File: src/rtl/baccarat_dealer.sv
// Baccarat round dealer: loads player/dealer cards one step at a time and applies the third-card tableau.
// Optional BACCARAT_TALLY_EN adds saturating win/tie counters (p_wins, d_wins, ties).
module baccarat_dealer #(
  parameter int CARD_W   = 4,
  parameter int MAX_CARD = 13
) (
  input  logic              slow_clock,
  input  logic              reset,
  input  logic              step,
  input  logic [CARD_W-1:0] new_card,
  input  logic [CARD_W-1:0] pscore,
  input  logic [CARD_W-1:0] dscore,
  output logic [CARD_W-1:0] pcard1,
  output logic [CARD_W-1:0] pcard2,
  output logic [CARD_W-1:0] pcard3,
  output logic [CARD_W-1:0] dcard1,
  output logic [CARD_W-1:0] dcard2,
  output logic [CARD_W-1:0] dcard3,
  output logic              done,
  output logic              player_win,
`ifdef BACCARAT_TALLY_EN
  output logic [7:0]        p_wins,
  output logic [7:0]        d_wins,
  output logic [7:0]        ties,
`endif
  output logic              dealer_win
);

  typedef enum logic [2:0] {
    DEAL_P1 = 3'd0,
    DEAL_D1 = 3'd1,
    DEAL_P2 = 3'd2,
    DEAL_D2 = 3'd3,
    PLAYER3 = 3'd4,
    DEALER3 = 3'd5,
    DONE    = 3'd6
  } state_t;

  state_t            state_reg;
  logic              p_drew_reg;
  logic              legal;
  logic              natural;
  logic              dealer_draw;
  logic [CARD_W-1:0] pv;

  assign legal   = (new_card != '0) && (new_card <= CARD_W'(MAX_CARD));
  assign natural = (pscore >= CARD_W'(8)) || (dscore >= CARD_W'(8));
  assign pv      = (pcard3 >= CARD_W'(10)) ? '0 : pcard3;

  // Banker tableau: depends on whether the player took a third card and its value.
  always_comb begin
    dealer_draw = 1'b0;
    if (!p_drew_reg) begin
      dealer_draw = (dscore <= CARD_W'(5));
    end else begin
      case (dscore)
        CARD_W'(0), CARD_W'(1), CARD_W'(2): dealer_draw = 1'b1;
        CARD_W'(3): dealer_draw = (pv != CARD_W'(8));
        CARD_W'(4): dealer_draw = (pv >= CARD_W'(2)) && (pv <= CARD_W'(7));
        CARD_W'(5): dealer_draw = (pv >= CARD_W'(4)) && (pv <= CARD_W'(7));
        CARD_W'(6): dealer_draw = (pv >= CARD_W'(6)) && (pv <= CARD_W'(7));
        default:    dealer_draw = 1'b0;
      endcase
    end
  end

  always_ff @(posedge slow_clock or posedge reset) begin
    if (reset) begin
      state_reg  <= DEAL_P1;
      p_drew_reg <= 1'b0;
      done       <= 1'b0;
      pcard1     <= '0;
      pcard2     <= '0;
      pcard3     <= '0;
      dcard1     <= '0;
      dcard2     <= '0;
      dcard3     <= '0;
    end else begin
      case (state_reg)
        DEAL_P1: if (step && legal) begin pcard1 <= new_card; state_reg <= DEAL_D1; end
        DEAL_D1: if (step && legal) begin dcard1 <= new_card; state_reg <= DEAL_P2; end
        DEAL_P2: if (step && legal) begin pcard2 <= new_card; state_reg <= DEAL_D2; end
        DEAL_D2: if (step && legal) begin dcard2 <= new_card; state_reg <= PLAYER3; end
        PLAYER3: if (step) begin
          if (natural) begin
            state_reg <= DONE;
            done      <= 1'b1;
          end else if (pscore <= CARD_W'(5)) begin
            if (legal) begin
              pcard3     <= new_card;
              p_drew_reg <= 1'b1;
              state_reg  <= DEALER3;
            end
          end else begin
            p_drew_reg <= 1'b0;
            state_reg  <= DEALER3;
          end
        end
        DEALER3: if (step) begin
          if (!dealer_draw) begin
            state_reg <= DONE;
            done      <= 1'b1;
          end else if (legal) begin
            dcard3    <= new_card;
            state_reg <= DONE;
            done      <= 1'b1;
          end
        end
        DONE: if (step) begin
          state_reg  <= DEAL_P1;
          done       <= 1'b0;
          p_drew_reg <= 1'b0;
          pcard1     <= '0;
          pcard2     <= '0;
          pcard3     <= '0;
          dcard1     <= '0;
          dcard2     <= '0;
          dcard3     <= '0;
        end
        default: begin
          state_reg <= DEAL_P1;
          done      <= 1'b0;
        end
      endcase
    end
  end

  assign player_win = done && (pscore > dscore);
  assign dealer_win = done && (dscore > pscore);

`ifdef BACCARAT_TALLY_EN
  logic [2:0] outcome;
  logic [7:0] tally_reg [3];

  // Index 0: player win, 1: dealer win, 2: tie.
  assign outcome = {(pscore == dscore), (dscore > pscore), (pscore > dscore)};

  for (genvar gi = 0; gi < 3; gi++) begin : g_tally
    always_ff @(posedge slow_clock or posedge reset) begin
      if (reset) begin
        tally_reg[gi] <= '0;
      end else if ((state_reg == DONE) && step && outcome[gi] && (tally_reg[gi] != 8'hFF)) begin
        tally_reg[gi] <= tally_reg[gi] + 8'd1;
      end
    end
  end

  assign p_wins = tally_reg[0];
  assign d_wins = tally_reg[1];
  assign ties   = tally_reg[2];
`endif

endmodule

File: config.mk
export PLATFORM = sky130hd
export DESIGN_NAME = baccarat_dealer
export DESIGN_NICKNAME = d
export VERILOG_FILES = /design/src/rtl/baccarat_dealer.sv
export SDC_FILE = /design/constraint.sdc
export NUM_CORES = 1
export LEC_CHECK = 0
export BUFFER_PORTS_ARGS = -buffer_cell sky130_fd_sc_hd__buf_2
export CORE_AREA = 2 2 63 65
export DETAILED_ROUTE_END_ITERATION = 10
export DIE_AREA = 0 0 65 67
export GPL_TIMING_DRIVEN = 0
export PLACE_DENSITY_LB_ADDON = 0.15
export SLEW_MARGIN = 10
export SYNTH_ARGS = -nofsm -noshare
export SYNTH_HDL_FRONTEND = slang
export SYNTH_SLANG_ARGS = --single-unit
File: constraint.sdc
create_clock -name slow_clock -period 1.9 [get_ports slow_clock]
set_clock_uncertainty 0.05 [all_clocks]
set_input_delay 0.285 -clock slow_clock [delete_from_list [all_inputs] [get_ports slow_clock]]
set_output_delay 0.285 -clock slow_clock [all_outputs]
set_load 0.005 [all_outputs]
==> summary.md <==
| Metric | Value |
|---|---|
| Req. time, crit path | `2050 ps` |
| Net Sw Frac | `0.3540` |
| Pre-CTS setup slack | `51.65 ps` |
| Final ANT Viol Nets | `0` |
| Gp weighted congestion | `0.8601` |
| First-pass GRT wire length | `6.120 mm` |
| Hpwl dp | `2.747 mm` |
| Critical path type | `reg -> reg` |
| Hold Fails Final Rpt | `0` |
| Wire length per cell | `13.97 um` |
| P_int | `0.001910 W` |
| Worst Tran Pin Value | `1014 ps` |
| Placed Area | `1862 um2` |
| CP startpoint | `pcard3[2]$_DFFE_PP0P_` |
| FMAX | `0.5638 GHz` |
| CTS tree | `yes` |
| Mapped cell area | `1597 um2` |
| Syn Nets | `183` |
| Hold Worst Slack | `58.63 ps` |
| Std cell rows | `22` |
| Die Y-Extent | `67 um` |
| Largest net degree at the start of global routing | `30` |
| Switching pwr | `0.001046 W` |
| Comb power frac | `0.403` |
| Register area share after synthesis | `0.4545` |
| Drt drc | `0` |
| First-pass DRT Iterations | `4` |
| Number of global-route vias before repair | `1337` |
| Synth top area cells | `dfrtp_1, mux2_2, nand2_1` |
| Hold Buf Count CTS | `0` |
| WP data arrival | `1930 ps` |
| Total gr overflow | `0` |
| Main synth FF type | `dfrtp_1` |
| Top-level I/O count | `42` |
| Initial core utilization | `0.4427` |
| Synth area leader | `dfrtp_1` |
| Clk network pwr share | `0.226` |
| Startpoint Class | `flip-flop` |
| Worst IR Drop VDD | `0.6162 mV` |
| First DRT Iteration DRCs | `83` |
| Core area | `3606 um2` |
| Post-synth ARST share | `1.000` |
| Final nets | `232` |
| Top post-synthesis cells by count | `dfrtp_1, nand2_1, inv_1` |
| Die Width | `65 um` |
| TNS Setup | `0 ps` |
| Max-Cap Viols | `0` |
| Pwr dens | `1459 nW/um2` |
| Number of synthesized flops with an enable pin | `0` |
| Setup Viol. Count Final | `0` |
| N_diodes | `0` |
| Share of the synthesized area in the top cell type | `0.4545` |
| Cell with the most instances after synthesis | `dfrtp_1` |
| Status | `completed` |
| LEAKAGE | `1.014 nW` |
| Warnings from Yosys | `0` |
| Worst R2R Start | `pcard3[2]$_DFFE_PP0P_` |
| Clk root buf | `clkbuf_8` |
| Area Overhead vs Synth | `26.88%` |
| Bufs on Longest Clock Path | `2` |
| Initial antenna violation count | `0` |
| Total power | `0.002956 W` |
| Final worst setup slack | `126.4 ps` |
| Period utilization | `0.9335` |
| Hold Crit Class | `in -> async` |
| Die area | `4355 um2` |
| Clock Sinks | `29` |
| Crit. End Element | `flip-flop` |
| Crit Path Max Fanout | `5` |
| Slew HR | `0.3195` |
| Part of the power in registers | `0.371` |
| Library cells used by synthesis | `36` |
| Avg Vias per Cell | `5.279` |
| H-tree depth | `2` |
| Total track usage | `0.1887` |
| Syn Inst Count | `164` |
| TritonCTS Buffers | `5` |
| Detailed Route WL | `3.660 mm` |
| Clk pin slew, worst setup/hold paths | `60 ps` |
| DR vias | `1383` |
| Later-pin clock latency in the skew report | `290 ps` |
| Unrepaired setup endpoints after global routing | `false` |
| IO Port Bufs | `41` |
| Design Area, Final | `2026 um2` |
| Layout cells sized above 1 | `0.3271` |
| Fin. max-slew vios | `0` |
| Syn avg cell area | `9.735 um2` |
| Yosys reg bits | `29` |
| Crit path time final | `1774 ps` |
stage by stage:
stage | util | instances
after CTS | 0.5486 | 261
after global placement | 0.5163 | 253
final | 0.5618 | 262
after floorplan | - | 164
after global routing | 0.5618 | 262
after detailed placement | 0.5163 | 253
worst paths after layout:
kind                            slack [ps]  cells past startpoint                  endpoint
min in group slow_clock                250                      3     pcard1[0]$_DFFE_PP0P_
worst min-delay path                    60                      2     pcard2[2]$_DFFE_PP0P_
worst max register to register         130                      5     dcard3[2]$_DFFE_PP0P_
worst max-delay path                   130                      5     dcard3[2]$_DFFE_PP0P_
max in group asynchronous             1280                      2  state_reg[2]$_DFFE_PP0P_
worst min register to register         460                      1     dcard2[2]$_DFFE_PP0P_
critical path, cell delays in order, from the launching register on:
cell,delay (ps)
dfrtp_1,410
nand4bb_1,170
or3_1,360
a31oi_4,180
nand4b_1,290
mux2i_1,220
power by group through the flow:
stage	clock network [W]	registers (W)	logic [W]
6_report	0.000668	0.00110	0.00119
5_1_grt	0.000713	0.00114	0.00133
4_1_cts	0.000685	0.00110	0.00114
3_5_place_dp	0	0.00111	0.00113
3_3_place_gp	0	0.00109	0.00110
2_1_floorplan	0	0.00110	0.000691
what timing repair did:
action | 4_1_cts | 5_1_grt
setup endpoints to repair | 0 | 16
setup buffers | 0 | 1
gates resized for setup | 0 | 13
final cells by class:
| cell class | count | area (um2) |
|---|---|---|
| Multi-Input combinational cell | 112 | 818.3 |
| Fill cell | 344 | 1580 |
| Inverter | 15 | 56.30 |
| Timing Repair Buffer | 42 | 212.7 |
| Clock buffer | 7 | 86.33 |
| Tap cell | 48 | 60.06 |
| Sequential cell | 29 | 725.7 |
| Clock inverter | 1 | 30.03 |
| Buffer | 8 | 36.28 |
metal layers:
layer  wire (um)  track usage  up-vias
li1            -            -      680
met1        1587       0.2310      654
met2        1793       0.3054       40
met3         196      0.05574        9
met4          82      0.08777        0
met5           0            0        -
cells in the final DEF, fill, tap and decap left out, drive strengths merged, types with 7 or more instances in the layout:
master,synthesis,layout
mux2,8,8
mux2i,8,8
buf,2,44
nand2,24,24
nor2,7,7
dfrtp,29,29
clkbuf,6,13
a21oi,8,8
o21ai,8,8
inv,15,14
kinds of logic (layout without fill, tap and decap cells):
family          after synthesis  count (layout)  synth area share
simple gates                 53              53            0.1810
compound gates               39              39            0.1709
flops                        29              29            0.4545
buf+inv                      23              73           0.05564
mux                          16              16            0.1066
fa+ha+maj                     4               4           0.03135
(Power assumes the default switching activity.)
